**src/rtl/lda_control_if.sv**
```systemverilog
// Signal bundle between the line-drawing sequencer and its surroundings:
// start/status, datapath strobes and flags, and the plot handshake.
interface lda_control_if;
    logic start;
    logic busy;
    logic done;
    logic abort;
    logic ld_constants;
    logic ld_x;
    logic ld_y;
    logic ld_error;
    logic err_sel;
    logic x_eq_x1;
    logic error_neg;
    logic plot;
    logic plot_ready;

    modport master (
        input  start,
        input  x_eq_x1,
        input  error_neg,
        input  plot_ready,
        output busy,
        output done,
        output abort,
        output ld_constants,
        output ld_x,
        output ld_y,
        output ld_error,
        output err_sel,
        output plot
    );

    modport slave (
        output start,
        output x_eq_x1,
        output error_neg,
        output plot_ready,
        input  busy,
        input  done,
        input  abort,
        input  ld_constants,
        input  ld_x,
        input  ld_y,
        input  ld_error,
        input  err_sel,
        input  plot
    );
endinterface

```
**src/rtl/lda_control.sv**
```systemverilog
// Bresenham line-drawing sequencer: load, plot, step, check per pixel.
// Option macro LDA_PIXEL_COUNT_EN exposes the accepted-plot count.
module lda_control #(
    parameter int MAX_PIXELS = 512
) (
    input  logic                            i_clk,
    input  logic                            i_reset_n,
`ifdef LDA_PIXEL_COUNT_EN
    output logic [$clog2(MAX_PIXELS+1)-1:0] o_pixel_count,
`endif
    lda_control_if.master                   bus
);

    localparam int CW = $clog2(MAX_PIXELS + 1);
    localparam logic [CW-1:0] MAX_CNT = CW'(MAX_PIXELS);

    typedef enum logic [2:0] {
        S_IDLE,
        S_LOAD,
        S_PLOT,
        S_STEP,
        S_CHECK,
        S_DONE,
        S_ABORT
    } state_t;

    state_t        state;
    state_t        state_nx;
    logic [CW-1:0] count;
    logic [CW-1:0] count_nx;
    logic [CW-1:0] count_inc;
    logic          accept;

    assign accept    = (state == S_PLOT) && bus.plot_ready;
    assign count_inc = count + CW'(1);

`ifdef LDA_PIXEL_COUNT_EN
    assign o_pixel_count = count;
`endif

    // State and plot-count registers.
    always_ff @(posedge i_clk or negedge i_reset_n) begin
        if (!i_reset_n) begin
            state <= S_IDLE;
            count <= '0;
        end else begin
            state <= state_nx;
            count <= count_nx;
        end
    end

    // Plot count: cleared when a line loads, bumped on each accepted plot.
    always_comb begin
        count_nx = count;
        if (state == S_LOAD) begin
            count_nx = '0;
        end else if (accept) begin
            count_nx = count_inc;
        end
    end

    // Next state and strobes; end-of-line beats the watchdog on one accept.
    always_comb begin
        state_nx         = state;
        bus.busy         = 1'b1;
        bus.done         = 1'b0;
        bus.abort        = 1'b0;
        bus.ld_constants = 1'b0;
        bus.ld_x         = 1'b0;
        bus.ld_y         = 1'b0;
        bus.ld_error     = 1'b0;
        bus.err_sel      = 1'b0;
        bus.plot         = 1'b0;
        unique case (state)
            S_IDLE: begin
                bus.busy = 1'b0;
                if (bus.start) begin
                    state_nx = S_LOAD;
                end
            end
            S_LOAD: begin
                bus.ld_constants = 1'b1;
                state_nx         = S_PLOT;
            end
            S_PLOT: begin
                bus.plot = 1'b1;
                if (accept) begin
                    if (bus.x_eq_x1) begin
                        state_nx = S_DONE;
                    end else if (count_inc == MAX_CNT) begin
                        state_nx = S_ABORT;
                    end else begin
                        state_nx = S_STEP;
                    end
                end
            end
            S_STEP: begin
                bus.ld_x     = 1'b1;
                bus.ld_error = 1'b1;
                state_nx     = S_CHECK;
            end
            S_CHECK: begin
                if (bus.error_neg) begin
                    bus.ld_y     = 1'b1;
                    bus.ld_error = 1'b1;
                    bus.err_sel  = 1'b1;
                end
                state_nx = S_PLOT;
            end
            S_DONE: begin
                bus.done = 1'b1;
                state_nx = S_IDLE;
            end
            S_ABORT: begin
                bus.done  = 1'b1;
                bus.abort = 1'b1;
                state_nx  = S_IDLE;
            end
            default: begin
                state_nx = S_IDLE;
            end
        endcase
    end

endmodule

```
**src/flat_wrapper.sv**
```systemverilog
// flat-port wrapper written by rule: the top's interface ports become plain ports
module lda_control_flat 
#(
    parameter int MAX_PIXELS = 512
)
  (i_clk, i_reset_n, bus_start, bus_x_eq_x1, bus_error_neg, bus_plot_ready, bus_busy, bus_done, bus_abort, bus_ld_constants, bus_ld_x, bus_ld_y, bus_ld_error, bus_err_sel, bus_plot);
  lda_control_if bus_i ();
  input  logic i_clk;
  input  logic i_reset_n;
  input wire logic [$bits(bus_i.start)-1:0] bus_start;
  input wire logic [$bits(bus_i.x_eq_x1)-1:0] bus_x_eq_x1;
  input wire logic [$bits(bus_i.error_neg)-1:0] bus_error_neg;
  input wire logic [$bits(bus_i.plot_ready)-1:0] bus_plot_ready;
  output wire logic [$bits(bus_i.busy)-1:0] bus_busy;
  output wire logic [$bits(bus_i.done)-1:0] bus_done;
  output wire logic [$bits(bus_i.abort)-1:0] bus_abort;
  output wire logic [$bits(bus_i.ld_constants)-1:0] bus_ld_constants;
  output wire logic [$bits(bus_i.ld_x)-1:0] bus_ld_x;
  output wire logic [$bits(bus_i.ld_y)-1:0] bus_ld_y;
  output wire logic [$bits(bus_i.ld_error)-1:0] bus_ld_error;
  output wire logic [$bits(bus_i.err_sel)-1:0] bus_err_sel;
  output wire logic [$bits(bus_i.plot)-1:0] bus_plot;
  assign bus_i.start = bus_start;
  assign bus_i.x_eq_x1 = bus_x_eq_x1;
  assign bus_i.error_neg = bus_error_neg;
  assign bus_i.plot_ready = bus_plot_ready;
  assign bus_busy = bus_i.busy;
  assign bus_done = bus_i.done;
  assign bus_abort = bus_i.abort;
  assign bus_ld_constants = bus_i.ld_constants;
  assign bus_ld_x = bus_i.ld_x;
  assign bus_ld_y = bus_i.ld_y;
  assign bus_ld_error = bus_i.ld_error;
  assign bus_err_sel = bus_i.err_sel;
  assign bus_plot = bus_i.plot;
  lda_control #(.MAX_PIXELS(MAX_PIXELS)) u_core (.i_clk(i_clk), .i_reset_n(i_reset_n), .bus(bus_i));
endmodule
```
**config.mk**
```make
export PLATFORM = sky130hd
export DESIGN_NAME = lda_control_flat
export DESIGN_NICKNAME = d
export VERILOG_FILES = /design/src/rtl/lda_control_if.sv /design/src/rtl/lda_control.sv /design/src/flat_wrapper.sv
export SDC_FILE = /design/constraint.sdc
export NUM_CORES = 1
export LEC_CHECK = 0
export CAP_MARGIN = 5
export CORE_UTILIZATION = 56
export CTS_CLUSTER_SIZE = 12
export DETAILED_ROUTE_END_ITERATION = 10
export PLACE_DENSITY_LB_ADDON = 0.12
export SYNTH_ARGS = -nofsm -noshare
export SYNTH_HDL_FRONTEND = slang
export SYNTH_SLANG_ARGS = --single-unit
```
**constraint.sdc**
```tcl
create_clock -name i_clk -period 2.7 [get_ports i_clk]
set_clock_uncertainty 0.15 [all_clocks]
set_input_delay 0.27 -clock i_clk [delete_from_list [all_inputs] [get_ports i_clk]]
set_output_delay 0.27 -clock i_clk [all_outputs]
set_load 0.01 [all_outputs]
```
==> results of run 1 <==
[worst reg2reg max path, delay by kind of cell, from the launching register on]
| family | cells | cell delay, ps |
|---|---|---|
| AOI/OAI and AO/OA | 2 | 280 |
| DFF | 1 | 460 |
| and+or+nand+nor | 3 | 1000 |
[cell usage after synthesis]
cell      count  area [um2]
a21boi_0      1        7.51
a21oi_1      11        55.1
a22o_1        1        8.76
a22oi_1       2        15.0
a31oi_1       2        12.5
a32oi_1       2        17.5
and2_1        3        18.8
and2b_2       1        8.76
and3_1        2        12.5
buf_1         1        3.75
buf_4         1        7.51
clkbuf_1      6        22.5
clkbuf_2      1        5.00
dfrtp_1      13         325
ha_1          1        12.5
inv_1         2        7.51
nand2_1      13        48.8
nand2b_1      1        6.26
nand3_1       3        15.0
nor2_1        6        22.5
nor3_1        5        25.0
nor3_4        1        16.3
nor3b_1       3        22.5
nor4_1        2        12.5
nor4b_1       1        8.76
nor4bb_1      1        10.0
o211ai_1      2        15.0
o21a_1        1        7.51
o21ai_0      21         105
o21ba_1       1        10.0
o21bai_1      1        7.51
o31a_1        1        8.76
o31ai_1       1        7.51
o41ai_1       1        8.76
or2_2         1        6.26
or2b_1        1        7.51
or3_1         1        6.26
or4_1         1        7.51
[where the power goes]
group | total (mW) | internal [mW] | switching, mW
Clock | 0.121 | 0.0572 | 0.0641
Combinational | 0.468 | 0.217 | 0.252
Sequential | 0.303 | 0.234 | 0.0689
[metal layers]
metal	vias to the layer above	GRT usage
met5	-	0
li1	465	-
met3	4	0.0511
met1	466	0.379
met4	0	0.131
met2	34	0.412
[worst paths after layout]
check / slack [ps] / end / startpoint
worst max-delay path: 350 / bus_done / u_core.state[1]$_DFFE_PN0P_
worst min-delay path: 220 / u_core.count[3]$_DFFE_PN0P_ / i_reset_n
worst max register to register: 700 / u_core.state[0]$_DFFE_PN0P_ / u_core.count[4]$_DFFE_PN0P_
worst min register to register: 410 / u_core.count[1]$_DFFE_PN0P_ / u_core.count[1]$_DFFE_PN0P_
max in group asynchronous: 1780 / u_core.state[0]$_DFFE_PN0P_ / i_reset_n
min in group i_clk: 410 / u_core.count[1]$_DFFE_PN0P_ / u_core.count[1]$_DFFE_PN0P_
[layout make-up]
| type | instances | share of cell area |
|---|---|---|
| Timing Repair Buffer | 17 | 0.148 |
| Tap cell | 16 | 0.0183 |
| Clock buffer | 4 | 0.0240 |
| Inverter | 2 | 0.00685 |
| Multi-Input combinational cell | 95 | 0.506 |
| Sequential cell | 13 | 0.297 |
[registers in the layout, summed over array words and instances (netlist names)]
signal / flops
u_core.count: 10
u_core.state: 3
[through the flow]
stage	power, mW	std cells	hold WS [ps]
2_1_floorplan	0.588	119	-176
3_3_place_gp	0.758	143	396
3_5_place_dp	0.770	143	397
4_1_cts	0.894	147	239
5_1_grt	0.962	147	256
6_report	0.893	147	220
[cells by family (layout without fill, tap and decap cells)]
logic type               count (synthesis)  count (layout)  share of synthesized area
AO/OA/AOI/OAI                           48              48                      0.309
AND/OR/NAND/NOR                         46              46                      0.276
flip-flops                              13              13                      0.351
buffers and inverters                   11              23                     0.0500
adder cells (fa/ha/maj)                  1               1                     0.0135
==> metrics.json, run 1 <==
{
  "run_status": {
    "run_status": "finished clean"
  },
  "sta": {
    "timing.setup.tns_ps": 0,
    "rsz0062_at_grt": "no",
    "total_of_endpoints_with_negative_setup_slack_in_the_final_report": 0,
    "hold_viol_final": 0,
    "final_period_minus_worst_setup_slack_ps": 2350,
    "timing.max_slew.rel_slack": 0.595,
    "max_freq_ghz": 0.426,
    "final_clock_period_utilization_by_the_worst_path": 0.870,
    "final_critical_path_setup_slack_ps": 351,
    "slew_at_the_pin_closest_to_its_max_slew_limit_ps": 606,
    "timing_max_transition_violations_final": 0
  },
  "global_routing": {
    "grt_pass1_vias": 845,
    "grt_first_pass_wirelength_mm": 3.84,
    "grt_overflow": 0,
    "grt_antenna_before_repair": 0,
    "groute.usage.overall": 0.275,
    "pin_count_of_the_biggest_net_entering_global_routing": 30
  },
  "setup_path": {
    "path_depth": 5,
    "critical-path-slowest-cell": "clkdlybuf4s50_1",
    "crit_chain": "inv_1 -> buf_4 -> nand2_1 -> a21boi_0 -> clkdlybuf4s50_1",
    "worst_ep_required_time_ps": 2280,
    "cp_top_family": "buffers and inverters",
    "startpoint_type": "register",
    "critical_path.max_fanout": 12,
    "critPathCaptureType": "output port",
    "arrival_worst_endpoint_ps": 1930,
    "cp_num_buf_inv": 3,
    "crit_type": "reg2out",
    "cp_slowest_stage_delay_ps": 560,
    "worst-r2r-cell-count": 5
  },
  "finish": {
    "area_of_combinational_cells_with_multiple_inputs_um2": 554,
    "n_antenna_cell": 0,
    "final_cell_mix": "o21ai_0, clkdlybuf4s50_1, nand2_1, dfrtp_1, a21oi_1",
    "num-nets-final": 139,
    "final-seq-area_um2": 325,
    "fillCellCount": 117,
    "syn_to_final_growth_pct": 18.4,
    "layout-drive-gt1-share": 0.0687,
    "final_cell_area_excluding_filler_cells_um2": 1100,
    "layout.core_utilization": 0.719,
    "mostFrequentLayoutCell": "o21ai_0"
  },
  "route": {
    "route.detailed.vias_per_inst": 6.59,
    "drc_errors": 0,
    "wl_met2_mm": 1.09,
    "detail_route.first_pass.iterations": 4,
    "met3RoutedLength_um": 117,
    "post_drt_wl_per_cell_um": 15.2,
    "dr.first_iter.drc_count": 22,
    "route.final.wire_length_mm": 2.23,
    "top_layer": "met4",
    "routedLengthMet1_mm": 1.01,
    "detail-route-antenna-nets": 0,
    "total_number_of_vias": 969
  },
  "floorplan": {
    "dieArea_um2": 1820,
    "io-pin-count": 15,
    "die_w_um": 42.7,
    "floorplan.core_area_um2": 1520,
    "die_h_um": 42.7,
    "floorplan.rows": 14,
    "initial_core_utilization": 0.608
  },
  "cts": {
    "cts_resized": 0,
    "numClockSinks": 13,
    "clock_tree.root_cell": "clkbuf_4",
    "hold_bufs_inserted_after_cts": 0,
    "path_clk_slew_ps": 80,
    "cts_tree": "built",
    "worst_skew_pair.late_latency_ps": 280,
    "numCtsBuffers": 3,
    "cts.path.max_buffers": 2,
    "ctsHtreeMaxLevel": 1,
    "post-cts-setup-buffer-count": 0
  },
  "placed_design": {
    "port-buffer-count": 14,
    "gpl.final_weighted_congestion": 0.802,
    "dp_hpwl_mm": 1.57,
    "placedInstanceArea_um2": 1070,
    "place_worst_setup_slack_ps": 435
  },
  "logic_synthesis": {
    "syn_inst": 119,
    "syn-num-nets": 126,
    "yosys_warnings": 0,
    "number_of_synthesized_register_bits": 13,
    "sequential_to_total_area_share_from_yosys_stat": 0.351,
    "post_synth_num_cell_types": 38,
    "synth_area_per_cell_um2": 7.78,
    "synthesis.area_um2": 926
  },
  "run": {
    "drv.max_cap_violation_count": 0
  },
  "power_and_ir_drop": {
    "max-vdd-ir-drop_v": 0.000765,
    "p_leak_nw": 0.439,
    "powerDensity_nw_per_um2": 815
  },
  "min_path": {
    "hold_class": "in2async"
  }
}
Power figures use the tool's default switching activity.
==> inputs of run 2 (changes only) <==
--- a/config.mk
+++ b/config.mk
@@ -6,7 +6,7 @@
 export NUM_CORES = 1
 export LEC_CHECK = 0
 export CAP_MARGIN = 5
-export CORE_UTILIZATION = 56
+export CORE_UTILIZATION = 50
 export CTS_CLUSTER_SIZE = 12
 export DETAILED_ROUTE_END_ITERATION = 10
 export PLACE_DENSITY_LB_ADDON = 0.12
==> metrics.json, run 2 (synthesis results as in run 1) <==
{
  "setup_path": {
    "worst_r2r_startpoint": "u_core.count[2]$_DFFE_PN0P_",
    "crit_chain": "nor4bb_1 -> or2_2 -> clkdlybuf4s50_1",
    "crit_type": "reg2out",
    "worst_ep_required_time": {"value": 2280, "unit": "ps", "change": "about the same"},
    "arrival_worst_endpoint": {"value": 2020, "unit": "ps", "change": "+90 ps"},
    "cp_top_family": "simple AND/OR/NAND/NOR gates",
    "regToRegEndpoint": "u_core.state[0]$_DFFE_PN0P_",
    "critical_path.max_fanout": {"value": 11, "change": "-1"},
    "startpoint_type": "register",
    "worst-r2r-cell-count": {"value": 5, "change": "unchanged"},
    "critPathCaptureType": "output port",
    "cp_num_buf_inv": {"value": 1, "change": "-2"},
    "reg2reg_setup_slack": {"value": 720, "unit": "ps", "change": "+20 ps"},
    "critical-path-slowest-cell": "clkdlybuf4s50_1",
    "path_depth": {"value": 3, "change": "-2"},
    "cp_slowest_stage_delay": {"value": 530, "unit": "ps", "change": "-30 ps"}
  },
  "placed_design": {
    "dp_hpwl": {"value": 1.63, "unit": "mm", "change": "+4.2%"},
    "gpl.final_weighted_congestion": {"value": 0.848, "change": "+5.6%"},
    "dpl.cell_count": {"value": 152, "change": "+6.3%"},
    "port-buffer-count": {"value": 14, "change": "unchanged"}
  },
  "finish": {
    "layoutNonFillerInstCount": {"value": 156, "change": "+6.1%"},
    "layout-drive-gt1-share": {"value": 0.0687, "change": "unchanged"},
    "syn_to_final_growth_pct": 19.6,
    "mostFrequentLayoutCell": "o21ai_0",
    "flip_flop_count_of_the_largest_register_all_copies_and_words_added": {"value": 10, "change": "unchanged"},
    "largest-register": "u_core.count",
    "fillCellCount": {"value": 159, "change": "+36%"},
    "num-nets-final": {"value": 139, "change": "unchanged"},
    "final_cell_mix": "o21ai_0, clkdlybuf4s50_1, nand2_1, dfrtp_1, a21oi_1",
    "n_antenna_cell": {"value": 0, "change": "unchanged"},
    "largestRegisters": "u_core.count x10, u_core.state x3"
  },
  "sta": {
    "timing.setup.tns": {"value": 0, "unit": "ps", "change": "unchanged"},
    "timing.max_slew.rel_slack": {"value": 0.572, "change": "-0.0223"},
    "total_of_endpoints_with_negative_setup_slack_in_the_final_report": {"value": 0, "change": "unchanged"},
    "final_period_minus_worst_setup_slack": {"value": 2440, "unit": "ps", "change": "+93.6 ps"},
    "slew_at_the_pin_closest_to_its_max_slew_limit": {"value": 640, "unit": "ps", "change": "+33.4 ps"},
    "rsz0062_at_grt": "no",
    "worst_hold_slack": {"value": 216, "unit": "ps", "change": "-4.19 ps"},
    "timing_max_transition_violations_final": {"value": 0, "change": "unchanged"},
    "max_freq": {"value": 0.409, "unit": "GHz", "change": "-3.8%"},
    "hold_viol_final": {"value": 0, "change": "unchanged"},
    "final_clock_period_utilization_by_the_worst_path": {"value": 0.905, "change": "+0.0347"}
  },
  "power_and_ir_drop": {
    "p_int": {"value": 0.509, "unit": "mW", "change": "about the same"},
    "pwr-share-seq": {"value": 0.336, "change": "-0.004"},
    "comb_power_share": {"value": 0.524, "change": "about the same"},
    "clk_pwr_share": {"value": 0.140, "change": "+0.004"},
    "p_leak": {"value": 0.439, "unit": "nW", "change": "unchanged"},
    "max-vdd-ir-drop": {"value": 0.000761, "unit": "V", "change": "-0.44%"},
    "switching_share": {"value": 0.437, "change": "+0.00610"},
    "fin_total_pwr": {"value": 0.903, "unit": "mW", "change": "+1.1%"},
    "net-switching-power": {"value": 0.395, "unit": "mW", "change": "+2.6%"},
    "powerDensity": {"value": 816, "unit": "nW/um2", "change": "+0.12%"}
  },
  "route": {
    "detail_route.first_pass.iterations": {"value": 5, "change": "+1"},
    "route.final.wire_length": {"value": 2.34, "unit": "mm", "change": "+4.7%"},
    "drc_errors": {"value": 0, "change": "unchanged"},
    "total_number_of_vias": {"value": 984, "change": "+1.5%"},
    "detail-route-antenna-nets": {"value": 0, "change": "unchanged"},
    "post_drt_wl_per_cell": {"value": 15.0, "unit": "um", "change": "-1.3%"},
    "dr.first_iter.drc_count": {"value": 55, "change": "+150%"},
    "route.detailed.vias_per_inst": {"value": 6.31, "change": "-4.3%"}
  },
  "cts": {
    "ctsHtreeMaxLevel": {"value": 1, "change": "unchanged"},
    "numClockSinks": {"value": 13, "change": "unchanged"},
    "hold_bufs_inserted_after_cts": {"value": 0, "change": "unchanged"},
    "worst_skew_pair.late_latency": {"value": 290, "unit": "ps", "change": "about the same"},
    "cts_tree": "built",
    "numCtsBuffers": {"value": 3, "change": "unchanged"},
    "cts_resized": {"value": 0, "change": "unchanged"},
    "path_clk_slew": {"value": 90, "unit": "ps", "change": "about the same"},
    "clock_tree.root_cell": "clkbuf_4",
    "cts.path.max_buffers": {"value": 2, "change": "unchanged"},
    "post-cts-setup-buffer-count": {"value": 0, "change": "unchanged"}
  },
  "global_routing": {
    "grt_pass1_vias": {"value": 853, "change": "+0.95%"},
    "grt_first_pass_wirelength": {"value": 3.81, "unit": "mm", "change": "-0.91%"},
    "pin_count_of_the_biggest_net_entering_global_routing": {"value": 30, "change": "unchanged"},
    "grt_overflow": {"value": 0, "change": "unchanged"},
    "groute.usage.overall": {"value": 0.263, "change": "-0.0113"},
    "grt_antenna_before_repair": {"value": 0, "change": "unchanged"}
  },
  "floorplan": {
    "io-pin-count": {"value": 15, "change": "unchanged"},
    "die_h": {"value": 45.0, "unit": "um", "change": "+5.6%"},
    "initial_core_utilization": {"value": 0.536, "change": "-0.0713"},
    "dieArea": {"value": 2030, "unit": "um2", "change": "+11%"},
    "die_w": {"value": 45.0, "unit": "um", "change": "+5.6%"},
    "floorplan.core_area": {"value": 1730, "unit": "um2", "change": "+13%"},
    "floorplan.rows": {"value": 15, "change": "+1"}
  },
  "run_status": {
    "run_status": "finished clean"
  },
  "run": {
    "drv.max_cap_violation_count": {"value": 0, "change": "unchanged"}
  },
  "min_path": {
    "hold_class": "in2async"
  }
}
[run 2: cell counts in the layout (fill, tap and decap cells not counted)]
No cell type changed its count.
[run 2: worst register-to-register path, delay by kind of cell (launching register included)]
family,cells,cell delay (ps)
flops,1,460
simple gates,3,910
compound gates,2,360
[run 2: cell type report]
class / count / area [um2] / area share
clock buffer: 4 / 26.3 / 0.0237
timing repair buffer: 17 / 163 / 0.147
sequential: 13 / 325 / 0.294
inverter: 2 / 7.51 / 0.00678
multi-input combinational: 95 / 554 / 0.501
tap: 25 / 31.3 / 0.0282
[run 2: worst max path at each step]
stage                                           start                          end  slack [ps]
after floorplan           u_core.count[6]$_DFFE_PN0P_  u_core.state[0]$_DFFE_PN0P_         840
after global placement                  bus_error_neg                 bus_ld_error         510
after detailed placement                bus_error_neg                 bus_ld_error         410
after CTS                 u_core.state[1]$_DFFE_PN0P_                 bus_ld_error         280
after global routing      u_core.state[1]$_DFFE_PN0P_                     bus_done         150
final                     u_core.state[1]$_DFFE_PN0P_                 bus_ld_error         260
[run 2: layer usage]
layer | global-route usage | vias to the layer above | part of all wire
met2 | 0.414 | 42 | 0.48
met5 | 0 | - | 0
li1 | - | 470 | -
met1 | 0.339 | 467 | 0.45
met4 | 0.145 | 0 | 0.017
met3 | 0.0480 | 5 | 0.052
[run 2: power groups by stage]
stage / Sequential [mW] / Clock (mW) / Combinational (mW)
after CTS: 0.301 / 0.128 / 0.470
after floorplan: 0.269 / 0 / 0.319
after global routing: 0.316 / 0.142 / 0.516
after global placement: 0.305 / 0 / 0.458
after detailed placement: 0.306 / 0 / 0.465
final: 0.303 / 0.127 / 0.473
[run 2: through the flow]
stage          setup WS, ps  area, um2  utilization
3_3_place_gp            514       1080        0.626
3_5_place_dp            411       1080        0.626
5_1_grt                 154       1110        0.641
6_report                258       1110        0.641
2_1_floorplan           844        926            -
4_1_cts                 281       1110        0.641
==> inputs of run 3 (changes only) <==
--- a/config.mk
+++ b/config.mk
@@ -6,7 +6,7 @@
 export NUM_CORES = 1
 export LEC_CHECK = 0
 export CAP_MARGIN = 5
-export CORE_UTILIZATION = 50
+export CORE_UTILIZATION = 56
 export CTS_CLUSTER_SIZE = 12
 export DETAILED_ROUTE_END_ITERATION = 10
 export PLACE_DENSITY_LB_ADDON = 0.12
==> constraint.sdc (replaced) <==
create_clock -name i_clk -period 3.1 [get_ports i_clk]
set_clock_uncertainty 0.15 [all_clocks]
set_input_delay 0.31 -clock i_clk [delete_from_list [all_inputs] [get_ports i_clk]]
set_output_delay 0.31 -clock i_clk [all_outputs]
set_load 0.01 [all_outputs]
==> metrics.json, run 3 (synthesis results as in run 1) <==
{
  "finish": {
    "syn_to_final_growth_pct": 15.9,
    "largestRegisters": "u_core.count x10, u_core.state x3",
    "final_cell_mix": "o21ai_0, clkdlybuf4s50_1, nand2_1, dfrtp_1, a21oi_1",
    "largest-register": "u_core.count",
    "flip_flop_count_of_the_largest_register_all_copies_and_words_added": {"value": 10, "change": "unchanged"},
    "num-nets-final": {"value": 136, "change": "-2.2%"},
    "layout-drive-gt1-share": {"value": 0.0469, "change": "-0.0218"},
    "layout.core_utilization": {"value": 0.704, "change": "+0.0631"},
    "layoutNonFillerInstCount": {"value": 144, "change": "-7.7%"},
    "n_antenna_cell": {"value": 0, "change": "unchanged"},
    "final_cell_area_excluding_filler_cells": {"value": 1070, "unit": "um2", "change": "-3.1%"},
    "fillCellCount": {"value": 127, "change": "-20%"},
    "mostFrequentLayoutCell": "o21ai_0"
  },
  "floorplan": {
    "floorplan.core_area": {"value": 1520, "unit": "um2", "change": "-12%"},
    "floorplan.rows": {"value": 14, "change": "-1"},
    "io-pin-count": {"value": 15, "change": "unchanged"},
    "dieArea": {"value": 1820, "unit": "um2", "change": "-10%"},
    "die_h": {"value": 42.7, "unit": "um", "change": "-5.3%"},
    "initial_core_utilization": {"value": 0.608, "change": "+0.0713"},
    "die_w": {"value": 42.7, "unit": "um", "change": "-5.3%"}
  },
  "cts": {
    "path_clk_slew": {"value": 90, "unit": "ps", "change": "about the same"},
    "ctsHtreeMaxLevel": {"value": 1, "change": "unchanged"},
    "cts_resized": {"value": 0, "change": "unchanged"},
    "post-cts-setup-buffer-count": {"value": 0, "change": "unchanged"},
    "worst_skew_pair.late_latency": {"value": 270, "unit": "ps", "change": "-20 ps"},
    "cts.path.max_buffers": {"value": 2, "change": "unchanged"},
    "clock_tree.root_cell": "clkbuf_4",
    "numClockSinks": {"value": 13, "change": "unchanged"},
    "cts_tree": "built",
    "hold_bufs_inserted_after_cts": {"value": 0, "change": "unchanged"},
    "numCtsBuffers": {"value": 3, "change": "unchanged"}
  },
  "global_routing": {
    "grt_pass1_vias": {"value": 898, "change": "+5.3%"},
    "grt_overflow": {"value": 0, "change": "unchanged"},
    "pin_count_of_the_biggest_net_entering_global_routing": {"value": 32, "change": "+6.7%"},
    "grt_first_pass_wirelength": {"value": 3.89, "unit": "mm", "change": "+2.2%"},
    "grt_antenna_before_repair": {"value": 0, "change": "unchanged"},
    "groute.usage.overall": {"value": 0.273, "change": "+0.00953"}
  },
  "power_and_ir_drop": {
    "pwr-share-seq": {"value": 0.419, "change": "+0.083"},
    "max-vdd-ir-drop": {"value": 0.000546, "unit": "V", "change": "-28%"},
    "comb_power_share": {"value": 0.440, "change": "-0.084"},
    "clk_pwr_share": {"value": 0.142, "change": "+0.002"},
    "p_int": {"value": 0.422, "unit": "mW", "change": "-17%"},
    "net-switching-power": {"value": 0.328, "unit": "mW", "change": "-17%"},
    "p_leak": {"value": 0.424, "unit": "nW", "change": "-3.4%"},
    "powerDensity": {"value": 699, "unit": "nW/um2", "change": "-14%"},
    "switching_share": {"value": 0.437, "change": "about the same"}
  },
  "placed_design": {
    "port-buffer-count": {"value": 14, "change": "unchanged"},
    "place_worst_setup_slack": {"value": 734, "unit": "ps", "change": "+323 ps"},
    "gpl.final_weighted_congestion": {"value": 0.793, "change": "-6.4%"},
    "placedInstanceArea": {"value": 1050, "unit": "um2", "change": "-3.1%"},
    "dp_hpwl": {"value": 1.56, "unit": "mm", "change": "-4.7%"},
    "dpl.cell_count": {"value": 140, "change": "-7.9%"}
  },
  "route": {
    "drc_errors": {"value": 0, "change": "unchanged"},
    "route.final.wire_length": {"value": 2.29, "unit": "mm", "change": "-2.1%"},
    "detail-route-antenna-nets": {"value": 0, "change": "unchanged"},
    "route.detailed.vias_per_inst": {"value": 6.60, "change": "+4.6%"},
    "total_number_of_vias": {"value": 950, "change": "-3.5%"},
    "detail_route.first_pass.iterations": {"value": 5, "change": "unchanged"},
    "post_drt_wl_per_cell": {"value": 15.9, "unit": "um", "change": "+6.0%"},
    "dr.first_iter.drc_count": {"value": 48, "change": "-13%"}
  },
  "sta": {
    "slew_at_the_pin_closest_to_its_max_slew_limit": {"value": 877, "unit": "ps", "change": "+237 ps"},
    "final_clock_period_utilization_by_the_worst_path": 0.864,
    "final_critical_path_setup_slack": {"value": 422, "unit": "ps", "change": "+165 ps"},
    "timing.setup.tns": {"value": 0, "unit": "ps", "change": "unchanged"},
    "total_of_endpoints_with_negative_setup_slack_in_the_final_report": {"value": 0, "change": "unchanged"},
    "hold_viol_final": {"value": 0, "change": "unchanged"},
    "timing.max_slew.rel_slack": {"value": 0.415, "change": "-0.157"},
    "timing_max_transition_violations_final": {"value": 0, "change": "unchanged"},
    "rsz0062_at_grt": "no",
    "final_period_minus_worst_setup_slack_ps": 2680,
    "max_freq_ghz": 0.373
  },
  "setup_path": {
    "arrival_worst_endpoint": {"value": 2220, "unit": "ps", "change": "+200 ps"},
    "crit_type": "reg2out",
    "critical_path.max_fanout": {"value": 31, "change": "+20"},
    "worst_r2r_startpoint": "u_core.state[0]$_DFFE_PN0P_",
    "critPathCaptureType": "output port",
    "crit_path_start": "u_core.state[0]$_DFFE_PN0P_",
    "worst_ep_required_time": {"value": 2640, "unit": "ps", "change": "+360 ps"},
    "startpoint_type": "register"
  },
  "run": {
    "drv.max_cap_violation_count": {"value": 0, "change": "unchanged"}
  },
  "run_status": {
    "run_status": "finished clean"
  },
  "min_path": {
    "hold_class": "in2async"
  }
}
run 3: path summary, 6_finish.rpt:
kind / to / slack (ps) / cells after the start
max: bus_ld_error / 420 / 3
min: u_core.state[0]$_DFFE_PN0P_ / 250 / 1
max reg2reg: u_core.count[6]$_DFFE_PN0P_ / 1030 / 5
min reg2reg: u_core.count[1]$_DFFE_PN0P_ / 430 / 2
max in group asynchronous: u_core.count[5]$_DFFE_PN0P_ / 2160 / 1
min in group i_clk: u_core.count[1]$_DFFE_PN0P_ / 430 / 2
run 3: final cells by class:
type | count | area [um2] | share of cell area
sequential | 13 | 325 | 0.303
multi-input combinational | 95 | 554 | 0.516
tap | 16 | 20.0 | 0.0186
inverter | 2 | 7.51 | 0.00699
clock buffer | 4 | 26.3 | 0.0245
timing repair buffer | 14 | 140 | 0.131
run 3: metal layers:
metal  vias up  track usage  wire, um
met5         -            0         0
met4         0       0.0688        22
met3         4       0.0383       121
met2        39        0.479      1110
met1       452        0.349      1040
li1        455            -         -
run 3: stage by stage:
step	total power, mW	hold WS (ps)
2_1_floorplan	0.512	-136
3_3_place_gp	0.629	408
3_5_place_dp	0.640	407
4_1_cts	0.746	271
5_1_grt	0.806	292
6_report	0.750	250
run 3: worst max-delay path, cell delays in order (launching register included):
cell	delay [ps]
dfrtp_1	710
nor4bb_1	520
or2_2	180
clkdlybuf4s50_1	530
run 3: power groups by stage:
stage | clock, mW | sequential, mW | combinational [mW]
after global placement | 0 | 0.310 | 0.319
after floorplan | 0 | 0.234 | 0.278
after global routing | 0.115 | 0.327 | 0.364
after detailed placement | 0 | 0.315 | 0.325
after CTS | 0.107 | 0.311 | 0.329
final | 0.106 | 0.314 | 0.330
